File: config.mk
export PLATFORM = sky130hd
export DESIGN_NAME = fetch_unit
export DESIGN_NICKNAME = d
export VERILOG_FILES = /design/src/rtl/fetch_pkg.sv /design/src/rtl/fetch_skid.sv /design/src/rtl/fetch_unit.sv
export SDC_FILE = /design/constraint.sdc
export NUM_CORES = 1
export LEC_CHECK = 0
export ABC_AREA = 1
export CORE_ASPECT_RATIO = 1.2
export CORE_MARGIN = 3
export CORE_UTILIZATION = 50
export CTS_BUF_LIST = sky130_fd_sc_hd__clkbuf_2 sky130_fd_sc_hd__clkbuf_4 sky130_fd_sc_hd__clkbuf_8
export CTS_CLUSTER_DIAMETER = 80
export DETAILED_ROUTE_END_ITERATION = 16
export GPL_TIMING_DRIVEN = 0
export PLACE_DENSITY = 0.77
export SLEW_MARGIN = 40
export SYNTH_ARGS = -nofsm -noshare
export SYNTH_HDL_FRONTEND = slang
export SYNTH_SLANG_ARGS = --single-unit
export TNS_END_PERCENT = 5
File: constraint.sdc
create_clock -name clk_i -period 2.3 [get_ports clk_i]
set_input_delay 0.23 -clock clk_i [delete_from_list [all_inputs] [get_ports clk_i]]
set_output_delay 0.23 -clock clk_i [all_outputs]
set_load 0.02 [all_outputs]
File: src/rtl/fetch_pkg.sv
// Shared definitions for the instruction fetch unit.
//   DEFAULT_RESET_PC  : fetch address after reset
//   DEFAULT_NOP_INSTR : bubble encoding (addi x0,x0,0)
//   fetch_state_e     : fetch controller states
//   word_align()      : clears the byte-offset bits of an address
package fetch_pkg;

    localparam logic [31:0] DEFAULT_RESET_PC  = 32'h0000_0000;
    localparam logic [31:0] DEFAULT_NOP_INSTR = 32'h0000_0013;

    typedef enum logic [1:0] {
        FETCH,
        BUFFERED,
        DROP
    } fetch_state_e;

    function automatic logic [31:0] word_align(input logic [31:0] addr);
        return {addr[31:2], 2'b00};
    endfunction

endpackage

File: src/rtl/fetch_skid.sv
// One-entry skid buffer holding a fetched {pc, instr} pair while the
// decode stage is stalled.
//   clk, rst : clock and synchronous active-high reset
//   load     : capture wr_data, mark full
//   unload   : mark empty (entry consumed)
//   clear    : mark empty (entry squashed), wins over load
//   wr_data  : {pc[31:0], instr[31:0]}
//   rd_data  : stored entry
//   full     : entry is valid
module fetch_skid (
    input  logic        clk,
    input  logic        rst,
    input  logic        load,
    input  logic        unload,
    input  logic        clear,
    input  logic [63:0] wr_data,
    output logic [63:0] rd_data,
    output logic        full
);

    logic [63:0] data_q;
    logic        full_q;

    always_ff @(posedge clk) begin
        if (rst || clear) begin
            data_q <= '0;
            full_q <= 1'b0;
        end else if (load) begin
            data_q <= wr_data;
            full_q <= 1'b1;
        end else if (unload) begin
            full_q <= 1'b0;
        end
    end

    assign rd_data = data_q;
    assign full    = full_q;

endmodule

File: src/rtl/fetch_unit.sv
// Instruction fetch stage with IF/ID pipeline register.
//   clk_i, rst_i           : clock, synchronous active-high reset
//   Stall_i                : hold IF/ID
//   PCWrite_i              : allow a new fetch to start
//   Flush_i, BranchAddr_i  : squash IF/ID and redirect the fetch pointer
//   imem_req_o/addr_o      : instruction memory request (one outstanding)
//   imem_ack_i/data_i      : instruction memory response
//   IFID_pc_o/instr_o/valid_o : IF/ID register contents
module fetch_unit
    import fetch_pkg::*;
#(
    parameter logic [31:0] RESET_PC  = DEFAULT_RESET_PC,
    parameter logic [31:0] NOP_INSTR = DEFAULT_NOP_INSTR
) (
    input  logic        clk_i,
    input  logic        rst_i,
    input  logic        Stall_i,
    input  logic        PCWrite_i,
    input  logic        Flush_i,
    input  logic [31:0] BranchAddr_i,
    output logic        imem_req_o,
    output logic [31:0] imem_addr_o,
    input  logic        imem_ack_i,
    input  logic [31:0] imem_data_i,
    output logic [31:0] IFID_pc_o,
    output logic [31:0] IFID_instr_o,
    output logic        IFID_valid_o
);

    fetch_state_e state_q, state_d;
    logic [31:0]  pc_q, pc_d;
    logic [31:0]  drop_addr_q, drop_addr_d;
    logic         req_q, req_d;
    logic [31:0]  ifid_pc_q, ifid_pc_d;
    logic [31:0]  ifid_instr_q, ifid_instr_d;
    logic         ifid_valid_q, ifid_valid_d;

    logic         ack;
    logic         skid_load, skid_unload, skid_clear, skid_full;
    logic [63:0]  skid_rd_data;

    // Acks are only meaningful while a request is on the bus.
    assign ack = imem_ack_i & req_q;

    fetch_skid u_skid (
        .clk     (clk_i),
        .rst     (rst_i),
        .load    (skid_load),
        .unload  (skid_unload),
        .clear   (skid_clear),
        .wr_data ({pc_q, imem_data_i}),
        .rd_data (skid_rd_data),
        .full    (skid_full)
    );

    always_comb begin
        state_d      = state_q;
        pc_d         = pc_q;
        drop_addr_d  = drop_addr_q;
        req_d        = req_q;
        ifid_pc_d    = ifid_pc_q;
        ifid_instr_d = ifid_instr_q;
        ifid_valid_d = ifid_valid_q;
        skid_load    = 1'b0;
        skid_unload  = 1'b0;
        skid_clear   = 1'b0;

        if (Flush_i) begin
            pc_d         = word_align(BranchAddr_i);
            ifid_instr_d = NOP_INSTR;
            ifid_valid_d = 1'b0;
            skid_clear   = 1'b0 | 1'b1;
            if (req_q && !ack) begin
                // Keep the bus request stable and swallow its response later.
                state_d = DROP;
                req_d   = 1'b1;
                if (state_q != DROP) begin
                    drop_addr_d = pc_q;
                end
            end else begin
                state_d = FETCH;
                req_d   = PCWrite_i;
            end
        end else begin
            unique case (state_q)
                FETCH: begin
                    if (ack) begin
                        pc_d = pc_q + 32'd4;
                        if (Stall_i) begin
                            skid_load = 1'b1;
                            state_d   = BUFFERED;
                            req_d     = 1'b0;
                        end else begin
                            ifid_pc_d    = pc_q;
                            ifid_instr_d = imem_data_i;
                            ifid_valid_d = 1'b1;
                            req_d        = PCWrite_i;
                        end
                    end else begin
                        if (!Stall_i) begin
                            ifid_instr_d = NOP_INSTR;
                            ifid_valid_d = 1'b0;
                        end
                        req_d = req_q | PCWrite_i;
                    end
                end
                BUFFERED: begin
                    if (!Stall_i) begin
                        ifid_pc_d    = skid_rd_data[63:32];
                        ifid_instr_d = skid_full ? skid_rd_data[31:0] : NOP_INSTR;
                        ifid_valid_d = skid_full;
                        skid_unload  = 1'b1;
                        state_d      = FETCH;
                        req_d        = PCWrite_i;
                    end
                end
                DROP: begin
                    if (!Stall_i) begin
                        ifid_instr_d = NOP_INSTR;
                        ifid_valid_d = 1'b0;
                    end
                    if (ack) begin
                        state_d = FETCH;
                        req_d   = PCWrite_i;
                    end
                end
                default: begin
                    state_d = FETCH;
                    req_d   = 1'b0;
                end
            endcase
        end
    end

    always_ff @(posedge clk_i) begin
        if (rst_i) begin
            state_q      <= FETCH;
            pc_q         <= RESET_PC;
            drop_addr_q  <= '0;
            req_q        <= 1'b0;
            ifid_pc_q    <= '0;
            ifid_instr_q <= NOP_INSTR;
            ifid_valid_q <= 1'b0;
        end else begin
            state_q      <= state_d;
            pc_q         <= pc_d;
            drop_addr_q  <= drop_addr_d;
            req_q        <= req_d;
            ifid_pc_q    <= ifid_pc_d;
            ifid_instr_q <= ifid_instr_d;
            ifid_valid_q <= ifid_valid_d;
        end
    end

    assign imem_req_o   = req_q;
    // While dropping, pc_q already holds the redirect target.
    assign imem_addr_o  = (state_q == DROP) ? drop_addr_q : pc_q;
    assign IFID_pc_o    = ifid_pc_q;
    assign IFID_instr_o = ifid_instr_q;
    assign IFID_valid_o = ifid_valid_q;

endmodule

After elaboration in Yosys (flattened, before gate mapping)
Index checks and enable logic that the tools add are counted.
{"block": "word_totals", "register_bits": 197, "inputBits": 70, "word_cells": 85, "out_inout_bits": 98}
{"block": "op_classes", "bitwise_logic": 3, "add_sub_neg": 1, "n_eq_ne": 11, "n_mux": 43, "reduce_logical": 17}
{"cell": "two-way mux 32 bit", "n": 12}
{"cell": "one-hot mux 32 bit (3 select lines)", "n": 1}
{"cell": "one-hot mux 32 bit (2 select lines)", "n": 1}
{"cell": "adder 32 x 3 -> 32 bit (second input constant)", "n": 1}
{"cell": "two-way mux 1 bit", "n": 20}
{"cell": "!= test 3 bit (second input constant)", "n": 5}
{"cell": "two-way mux 2 bit", "n": 6}
{"cell": "!= test 2 bit (second input constant)", "n": 4}
{"cell": "nonzero test 2 bit", "n": 4}
{"cell": "one-hot mux 1 bit (3 select lines)", "n": 2}
{"cell": "one-hot mux 2 bit (3 select lines)", "n": 1}
{"cell": "AND reduction 2 bit", "n": 3}
{"cell": "AND reduction 3 bit", "n": 2}
{"cell": "AND reduction 5 bit", "n": 1}
{"cell": "AND reduction 4 bit", "n": 1}
{"cell": "nonzero test 3 bit", "n": 1}
{"cell": "equality test 2 x 1 -> 1 bit (second input constant)", "n": 1}
{"cell": "equality test 2 bit (second input constant)", "n": 1}
{"cell": "zero test 2 bit", "n": 1}
{"cell": "OR reduction 2 bit", "n": 1}
{"cell": "bitwise AND 1 bit", "n": 1}
{"cell": "logical AND 1 bit", "n": 1}
{"cell": "zero test 1 bit", "n": 1}
{"cell": "logical OR 1 bit", "n": 1}
{"cell": "other kinds (2)", "n": 2}

Logic depth before layout (Yosys ltp)
Gate-level depths: netlist of the first run.
{"block": "depth", "word_depth": 5, "mapped_depth": 11, "depth_no_buf": 10}

Hierarchy
Synthesis of the first run repeated with hierarchy kept, for this count alone.
{"block": "unflattened", "cells_unflattened": 1339, "area_unflattened_um2": 9073.7}
{"mod": "fetch_unit", "n_inst": 1, "cells_per_inst": 1054, "seq_area_each_um2": 2562.5, "area_per_inst_um2": 6716.4}
{"mod": "fetch_skid", "n_inst": 1, "cells_per_inst": 285, "seq_area_each_um2": 1301.2, "area_per_inst_um2": 2357.3}

Worst setup path before layout of the first run
No wires, ideal clock.
{"block": "synth_timing", "kind": "reg-to-reg", "from": "reg state_q[0]", "to": "reg ifid_valid_q (netlist: IFID_valid_o)", "setup_time_ps": 132, "required_time_ps": 2168, "slack_ps": 520, "synth_period_minus_slack_ps": 1780, "n_path_buf": 3, "arrival_time_ps": 1648, "path_stages_with_launch": 10, "cell_sequence": "dfxtp_1 -> inv_1 -> ha_1 -> clkbuf_2 -> nand3_1 -> buf_2 -> clkbuf_1 -> o21ai_0 -> nand2_1 -> a21oi_1"}
{"block": "synth_via", "elab_chain_cells": 3, "elab_cells_between_ends": 8, "cone_classes": "eq/ne (4); mux (1); reduce/logical (3)"}
{"element": "from (decl)", "line_no": "fetch_unit.sv:30", "source": "fetch_state_e state_q, state_d;"}
{"element": "from (signal assigned)", "line_no": "fetch_unit.sv:145", "source": "state_q <= state_d;"}
{"element": "equality test 2 x 1 -> 1 bit, or another cell as far along", "line_no": "fetch_unit.sv:85", "source": "unique case (state_q)"}
{"element": "!= test 2 bit (no source line), or another cell as far along"}
{"element": "AND reduction 3 bit (no source line)"}
{"element": "to (signal assigned)", "line_no": "fetch_unit.sv:151", "source": "ifid_valid_q <= ifid_valid_d;"}
{"element": "to (decl)", "line_no": "fetch_unit.sv:36", "source": "logic ifid_valid_q, ifid_valid_d;"}
Several ways; a longest one is shown, not always the timed one.
A chain may end at the register's enable or synchronous reset.

Worst setup path in the final report of the first run
{"block": "layout_timing", "from": "reg state_q[0]", "to": "out imem_addr_o[12]"}
{"block": "layout_via", "elab_chain_cells": 2}
{"element": "equality test 2 bit", "line_no": "fetch_unit.sv:157", "source": "assign imem_addr_o = (state_q == DROP) ? drop_addr_q : pc_q;"}
{"element": "two-way mux 32 bit", "line_no": "fetch_unit.sv:157"}
{"element": "to (decl)", "line_no": "fetch_unit.sv:22", "source": "output logic [31:0] imem_addr_o,"}
No other way between the ends.

==> results of run 1 <==
## cell usage in the layout (no fill, tap or decap), drive strengths merged, types with 50 or more instances in the layout
| cell | Yosys | final |
|---|---|---|
| o21ai | 196 | 196 |
| dfxtp | 189 | 189 |
| inv | 118 | 122 |
| nor2 | 155 | 155 |
| clkdlybuf4s50 | 0 | 129 |
| nand2 | 211 | 211 |
| nand3 | 50 | 50 |
| a21oi | 164 | 164 |
| buf | 35 | 50 |
| clkbuf | 62 | 86 |
## worst min-delay path by stage
stage	from	end	cells after the start
detailed placement	drop_addr_q[8]	drop_addr_q[8]	2
finish	rst_i	pc_q[13]	2
global placement	drop_addr_q[5]	drop_addr_q[5]	2
CTS	rst_i	pc_q[14]	2
floorplan	imem_data_i[0]	u_skid.rd_data[0]	2
global route	rst_i	pc_q[14]	2
## routing by layer
| layer | up-vias | wire length, um |
|---|---|---|
| met4 | 0 | 987 |
| met5 | - | 0 |
| met1 | 4313 | 11500 |
| li1 | 4655 | - |
| met2 | 397 | 14300 |
| met3 | 60 | 2020 |
## area by class of cell
cell class | count | area [um2] | area share (%)
plain buffers | 97 | 438 | 3.97
clock buffers | 21 | 270 | 2.45
clock inverters | 11 | 109 | 0.988
inverters | 121 | 454 | 4.12
multi-input cells | 883 | 4190 | 38.0
flip-flops and latches | 189 | 3780 | 34.3
well taps | 216 | 270 | 2.45
repair buffers | 159 | 1510 | 13.7
## metrics by stage
step	power [mW]	hold slack, ns
after CTS	6.72	0.0917
final	6.72	0.111
after floorplan	4.12	0.365
after global routing	6.96	0.105
after detailed placement	4.62	0.437
after global placement	4.61	0.433
## kinds of logic (layout without fill, tap and decap cells)
family / after synthesis / after routing
flops: 189 / 189
other cells: 1 / 4
buf+inv: 218 / 409
compound gates: 416 / 416
simple gates: 458 / 458
fa+ha+maj: 5 / 5
## power groups by stage
stage	registers, mW	logic (mW)	clock network (mW)
CTS	3.45	1.08	2.19
global route	3.47	1.18	2.31
finish	3.46	1.09	2.18
detailed placement	3.53	1.09	0
global placement	3.53	1.08	0
floorplan	3.54	0.578	0
## sequential cells by signal, indices dropped and copies added, names as in the netlist
signal and flops:
u_skid.rd_data 62, IFID_instr_o 32, IFID_pc_o 30, drop_addr_q 30, pc_q 30, state_q 2
IFID_valid_o 1, imem_req_o 1, u_skid.full 1
## timing repair
item	4_1_cts	5_1_grt
endpoints found under the setup margin	30	35
pin swaps	0	0
resized for setup	110	31
==> flow_summary.toml, run 1 <==
[cts]
root_buffer = "clkbuf_8"
cts_sinks = 189
ctsHoldBuffers = 0
tritoncts = "yes"
cts.path.max_buffers = 2
htree_levels = 4
clk_latency_ns = 0.47
post_cts_buffers = 0
numCtsBuffers = 17
clkSlewWorstSetupHoldPaths_ns = 0.09

[global_route]
grt_pass1_wl_um = 44500
grt-ovfl-total = 0
grt_start_max_net_pins = 17
antenna_found_initial = 0
grtUsageTotal_pct = 28.9
use_met1_pct = 35.2
gr-usage-met3_pct = 4.07
grt_pass1_vias = 8619
use_met2_pct = 51.1
top_usage_layer = "met2"

[cells_and_area]
finalInstanceArea_um2 = 11000
finalNonFillerCells = 1697
synthToLayoutAreaGrowth_pct = 24.8
n_fill_cell = 1573
drive_above_1_share_pct = 7.63
antenna_cells = 0
final_nets = 1543
fin_util_pct = 64.4

[place]
pre_cts_slack_ns = -0.475
io_buffers = 159
placed_area_um2 = 10700
placedCellCount = 1665
dp_hpwl_um = 21800
place_congestion = 0.982

[logic_synthesis]
synthAdderAreaFrac_pct = 0.709
yosysMostFrequentCell = "nand2_1"
synth_common_cells = "nand2_1, dfxtp_1, o21ai_0, a21oi_1, nor2_1"
yosys-top-cells-area = "dfxtp_1, o21ai_0, a21oi_1"
muxShareOfSynthArea_pct = 0
yosysWarnings = 0
ys_types = 34
synth_top_area_cell = "dfxtp_1"
synth_top_family_by_area = "compound AO/OA/AOI/OAI gates"
synth_area_um2 = 8830
synthXorXnorAreaFrac_pct = 0
yosysTopAreaCellShare_pct = 42.9
synth_edf_count = 0
async_flop_share_pct = 0
synth_top_flop_cell = "dfxtp_1"
synthCells = 1287
synth-simple-area-share_pct = 21.9
yosysSeqAreaShare_pct = 42.9
synth_seq_cells = 189
avgSynthCellArea_um2 = 6.86
synth-compound-area-share_pct = 24.7

[power]
p_int_mw = 4.69
pwr-share-seq_pct = 51.4
p_sw_mw = 2.03
peakVddDrop_mv = 0.327
p_comb_share_pct = 16.1
p_clk_share_pct = 32.4
swShare_pct = 30.2
power_density_nw_per_um2 = 610
p_leak_nw = 3.90

[timing]
slew_headroom_pct = 54.4
hold_violations = 0
grt_setup_unrepaired = "true"
fin_skew_ns = 0.0114
tightest_slew_ns = 0.684
final-setup-viol-count = 4
fin_tns_setup_ns = -0.113
period_minus_slack_ns = 2.35
postLayoutSetupSlackWorst_ns = -0.0480
max_freq_mhz = 426
drv_slew = 0
finalCritPeriodShare_pct = 102

[worst_setup_path]
endpoint_kind = "primary output"
crit_arrival_ns = 2.12
reg2regPathDepth = 8
crit_type = "reg2out"
cpMaxStageDelayCell = "o21ai_0"
path_delay_family = "buffers and inverters"
critPathLaunch = "state_q[0]"
cp_num_cells = 5
crit_fanout = 10
max_stage_delay_ns = 0.43
reg2reg_to = "IFID_instr_o[18]"
setup.worst_path.end = "imem_addr_o[12]"
worst-path-buf-inv = 3
path_cells = "inv_1 -> ha_1 -> clkbuf_1 -> o21ai_0 -> buf_2"
ff2ff_setup_slack_ns = 0.21
timing.rr.start = "state_q[0]"
setup.worst_path.start_class = "flop"
crit_required_ns = 2.07

[floorplanning]
initial_core_util_pct = 51.6
dieArea_um2 = 19300
dieHeight_um = 152
coreArea_um2 = 17100
die_w_um = 127
io_pins = 168
rows = 52

[status]
outcome = "finished, violations left"
violations = "setup timing"

[detailed_routing]
ant_nets = 0
totalWireLength_um = 28800
dr.pass1.iters = 6
viasPerCell = 5.55
initialDrtViolationCount = 891
wl_per_cell_um = 17.0
drc_errors = 0
vias = 9425

[job]
maxCapViolations = 0

[min_path]
min_path_type = "in2reg"
(Power assumes the default switching activity.)
==> run 2, diff against run 1 <==
--- a/config.mk
+++ b/config.mk
@@ -17,5 +17,6 @@
 export SLEW_MARGIN = 40
 export SYNTH_ARGS = -nofsm -noshare
 export SYNTH_HDL_FRONTEND = slang
+export SYNTH_HIERARCHICAL = 1
 export SYNTH_SLANG_ARGS = --single-unit
 export TNS_END_PERCENT = 5
==> flow_summary.toml, run 2 <==
[status]
outcome = "completed"

[worst_setup_path]
path_cells = "inv_1 -> ha_1 -> buf_2 -> clkbuf_4 -> nand2_1 -> o21ai_1 -> clkdlybuf4s15_2"
crit_required_ns = 2.07
max_stage_delay_ns = 0.36
crit_type = "reg2out"
cpMaxStageDelayCell = "dfxtp_2"
endpoint_kind = "primary output"
setup.worst_path.start_class = "flop"
critPathLaunch = "state_q[0]"
crit_arrival_ns = 2.00
crit_fanout = 10
timing.rr.start = "state_q[0]"

[global_route]
grt-ovfl-total = 0
antenna_found_initial = 0
grt_pass1_wl_um = 44800
grt_pass1_vias = 9060
grt_start_max_net_pins = 20
grtUsageTotal_pct = 28.0

[cts]
clkSlewWorstSetupHoldPaths_ns = 0.11
cts.path.max_buffers = 2
ctsHoldBuffers = 0
tritoncts = "yes"
cts_sinks = 193
htree_levels = 4
numCtsBuffers = 17
root_buffer = "clkbuf_8"
clk_latency_ns = 0.48

[logic_synthesis]
synth_common_cells = "nand2_1, dfxtp_1, a21oi_1, nand3_1, o21ai_0"
ys_types = 33
avgSynthCellArea_um2 = 6.78
yosysTopAreaCellShare_pct = 42.6
yosysSeqAreaShare_pct = 42.6
yosysMostFrequentCell = "nand2_1"
yosys-top-cells-area = "dfxtp_1, nand2_1, a21oi_1"
synthCells = 1339
async_flop_share_pct = 0
synth_seq_cells = 193
synth_top_area_cell = "dfxtp_1"
yosysWarnings = 6
synth_edf_count = 0
synth_area_um2 = 9070
synth_top_flop_cell = "dfxtp_1"

[detailed_routing]
viasPerCell = 5.43
ant_nets = 0
drc_errors = 0
met3_length_um = 2130
vias = 9550
dr.pass1.iters = 6
routedLengthMet1_um = 11400
top_layer_used = "met4"
totalWireLength_um = 28200
dr_wl_met2_um = 13300
wl_per_cell_um = 16.0
initialDrtViolationCount = 928

[floorplanning]
rows = 53
dieHeight_um = 154
die_w_um = 129
io_pins = 168
coreArea_um2 = 17600
initial_core_util_pct = 51.4
dieArea_um2 = 19800

[job]
maxCapViolations = 0

[cells_and_area]
final_cell_mix = "nand2_1, dfxtp_1, a21oi_1, clkdlybuf4s50_1, nand3_1"
n_fill_cell = 1654
fin_util_pct = 64.5
layout_commonest_cell = "nand2_1"
antenna_cells = 0
drive_above_1_share_pct = 9.10
synthToLayoutAreaGrowth_pct = 25.3
largest_reg_flops = 64
final_nets = 1600

[place]
dp_hpwl_um = 20800
io_buffers = 163
pre_cts_slack_ns = -0.0896
place_congestion = 0.950

[min_path]
min_path_type = "in2reg"
hp-start = "imem_data_i[18]"

[timing]
hold_violations = 0
grt_setup_unrepaired = "true"
tightest_slew_ns = 0.715
postLayoutSetupSlackWorst_ns = 0.0700
drv_slew = 0
fin_tns_setup_ns = 0
period_minus_slack_ns = 2.23
slew_headroom_pct = 52.4
finalCritPeriodShare_pct = 97.0
final-setup-viol-count = 0
fin_skew_ns = 0.0110
max_freq_mhz = 448

[power]
swShare_pct = 30.6
power_density_nw_per_um2 = 597
p_sw_mw = 2.08
pwr-share-seq_pct = 51.7
p_comb_share_pct = 14.8
p_clk_share_pct = 33.5
p_int_mw = 4.71
peakVddDrop_mv = 0.443
p_leak_nw = 3.89
## run 2: cell types whose count changed in the layout (fill, tap and decap cells not counted), sizes merged, moves of 6 or more
cell	change
a211oi	-7
buf	+14
o21ai	-93
nand4	-28
nand2	+230
a21oi	-17
clkbuf	-27
nor2	-68
nand3	+57
a31oi	-6
inv	-15
## run 2: through the flow
stage | instances | area [um2] | hold WS, ns | total power, mW
finish | 1758 | 11400 | 0.326 | 6.79
global route | 1758 | 11400 | 0.323 | 7.05
CTS | 1757 | 11400 | 0.298 | 6.83
detailed placement | 1725 | 11000 | 0.437 | 4.60
global placement | 1725 | 11000 | 0.432 | 4.59
floorplan | 1342 | 9080 | 0.374 | 4.14
## run 2: what timing repair did
item	in CTS	in global routing
setup endpoints to repair	40	57
hold endpoints to repair	0	0
pin swaps	1	1
resized for setup	130	22
setup buffers	0	1
## run 2: logic make-up (layout without fill, tap and decap cells)
| kind of cell | after synthesis | count (layout) | share of synthesized area, % |
|---|---|---|---|
| AOI/OAI and AO/OA | 301 | 301 | 18.2 |
| adders and majority gates | 5 | 5 | 0.689 |
| buffers and inverters | 189 | 385 | 9.39 |
| DFF | 193 | 193 | 42.6 |
| other | 1 | 4 | 0.0413 |
| and+or+nand+nor | 650 | 650 | 29.1 |
## run 2: critical path: cells and delay by family (launching register included)
family / cells / cell delay [ns]
flip-flops: 1 / 0.36
AND/OR/NAND/NOR: 1 / 0.07
buffers and inverters: 4 / 0.84
adder cells (fa/ha/maj): 1 / 0.14
AO/OA/AOI/OAI: 1 / 0.11
## run 2: power groups by stage
stage / clock network, mW / registers, mW / logic [mW]
after floorplan: 0 / 3.59 / 0.552
after detailed placement: 0 / 3.59 / 1.01
after global routing: 2.43 / 3.52 / 1.10
final: 2.27 / 3.51 / 1.01
after CTS: 2.32 / 3.51 / 1.00
after global placement: 0 / 3.58 / 1.01
## run 2: metal layers
layer / vias to the layer above / global-route usage, %
li1: 4731 / -
met5: - / 0
met2: 410 / 46.1
met1: 4319 / 33.9
met4: 0 / 15.2
met3: 90 / 6.12
## run 2: worst paths after layout
| check | end | slack [ns] | cells past startpoint |
|---|---|---|---|
| hold / removal | u_skid/rd_data[18] | 0.33 | 3 |
| setup / recovery | imem_addr_o[12] | 0.07 | 7 |
| setup reg to reg | u_skid/rd_data[37] | 0.21 | 10 |
| hold reg to reg | drop_addr_q[21] | 0.45 | 2 |
## run 2: area by class of cell
cell class	count	area, um2	area share, %
well taps	220	275	2.42
clock buffers	17	234	2.06
multi-input cells	960	4370	38.5
inverters	99	372	3.27
clock inverters	15	169	1.49
flip-flops and latches	193	3860	34.0
plain buffers	90	505	4.44
repair buffers	164	1580	13.9
==> run 3, diff against run 2 <==
--- a/config.mk
+++ b/config.mk
@@ -6,11 +6,11 @@
 export NUM_CORES = 1
 export LEC_CHECK = 0
 export ABC_AREA = 1
+export CAP_MARGIN = 5
 export CORE_ASPECT_RATIO = 1.2
 export CORE_MARGIN = 3
 export CORE_UTILIZATION = 50
 export CTS_BUF_LIST = sky130_fd_sc_hd__clkbuf_2 sky130_fd_sc_hd__clkbuf_4 sky130_fd_sc_hd__clkbuf_8
-export CTS_CLUSTER_DIAMETER = 80
 export DETAILED_ROUTE_END_ITERATION = 16
 export GPL_TIMING_DRIVEN = 0
 export PLACE_DENSITY = 0.77
==> results of run 3 <==
No change in the layout: final DEF, timing and power equal those of run 2.
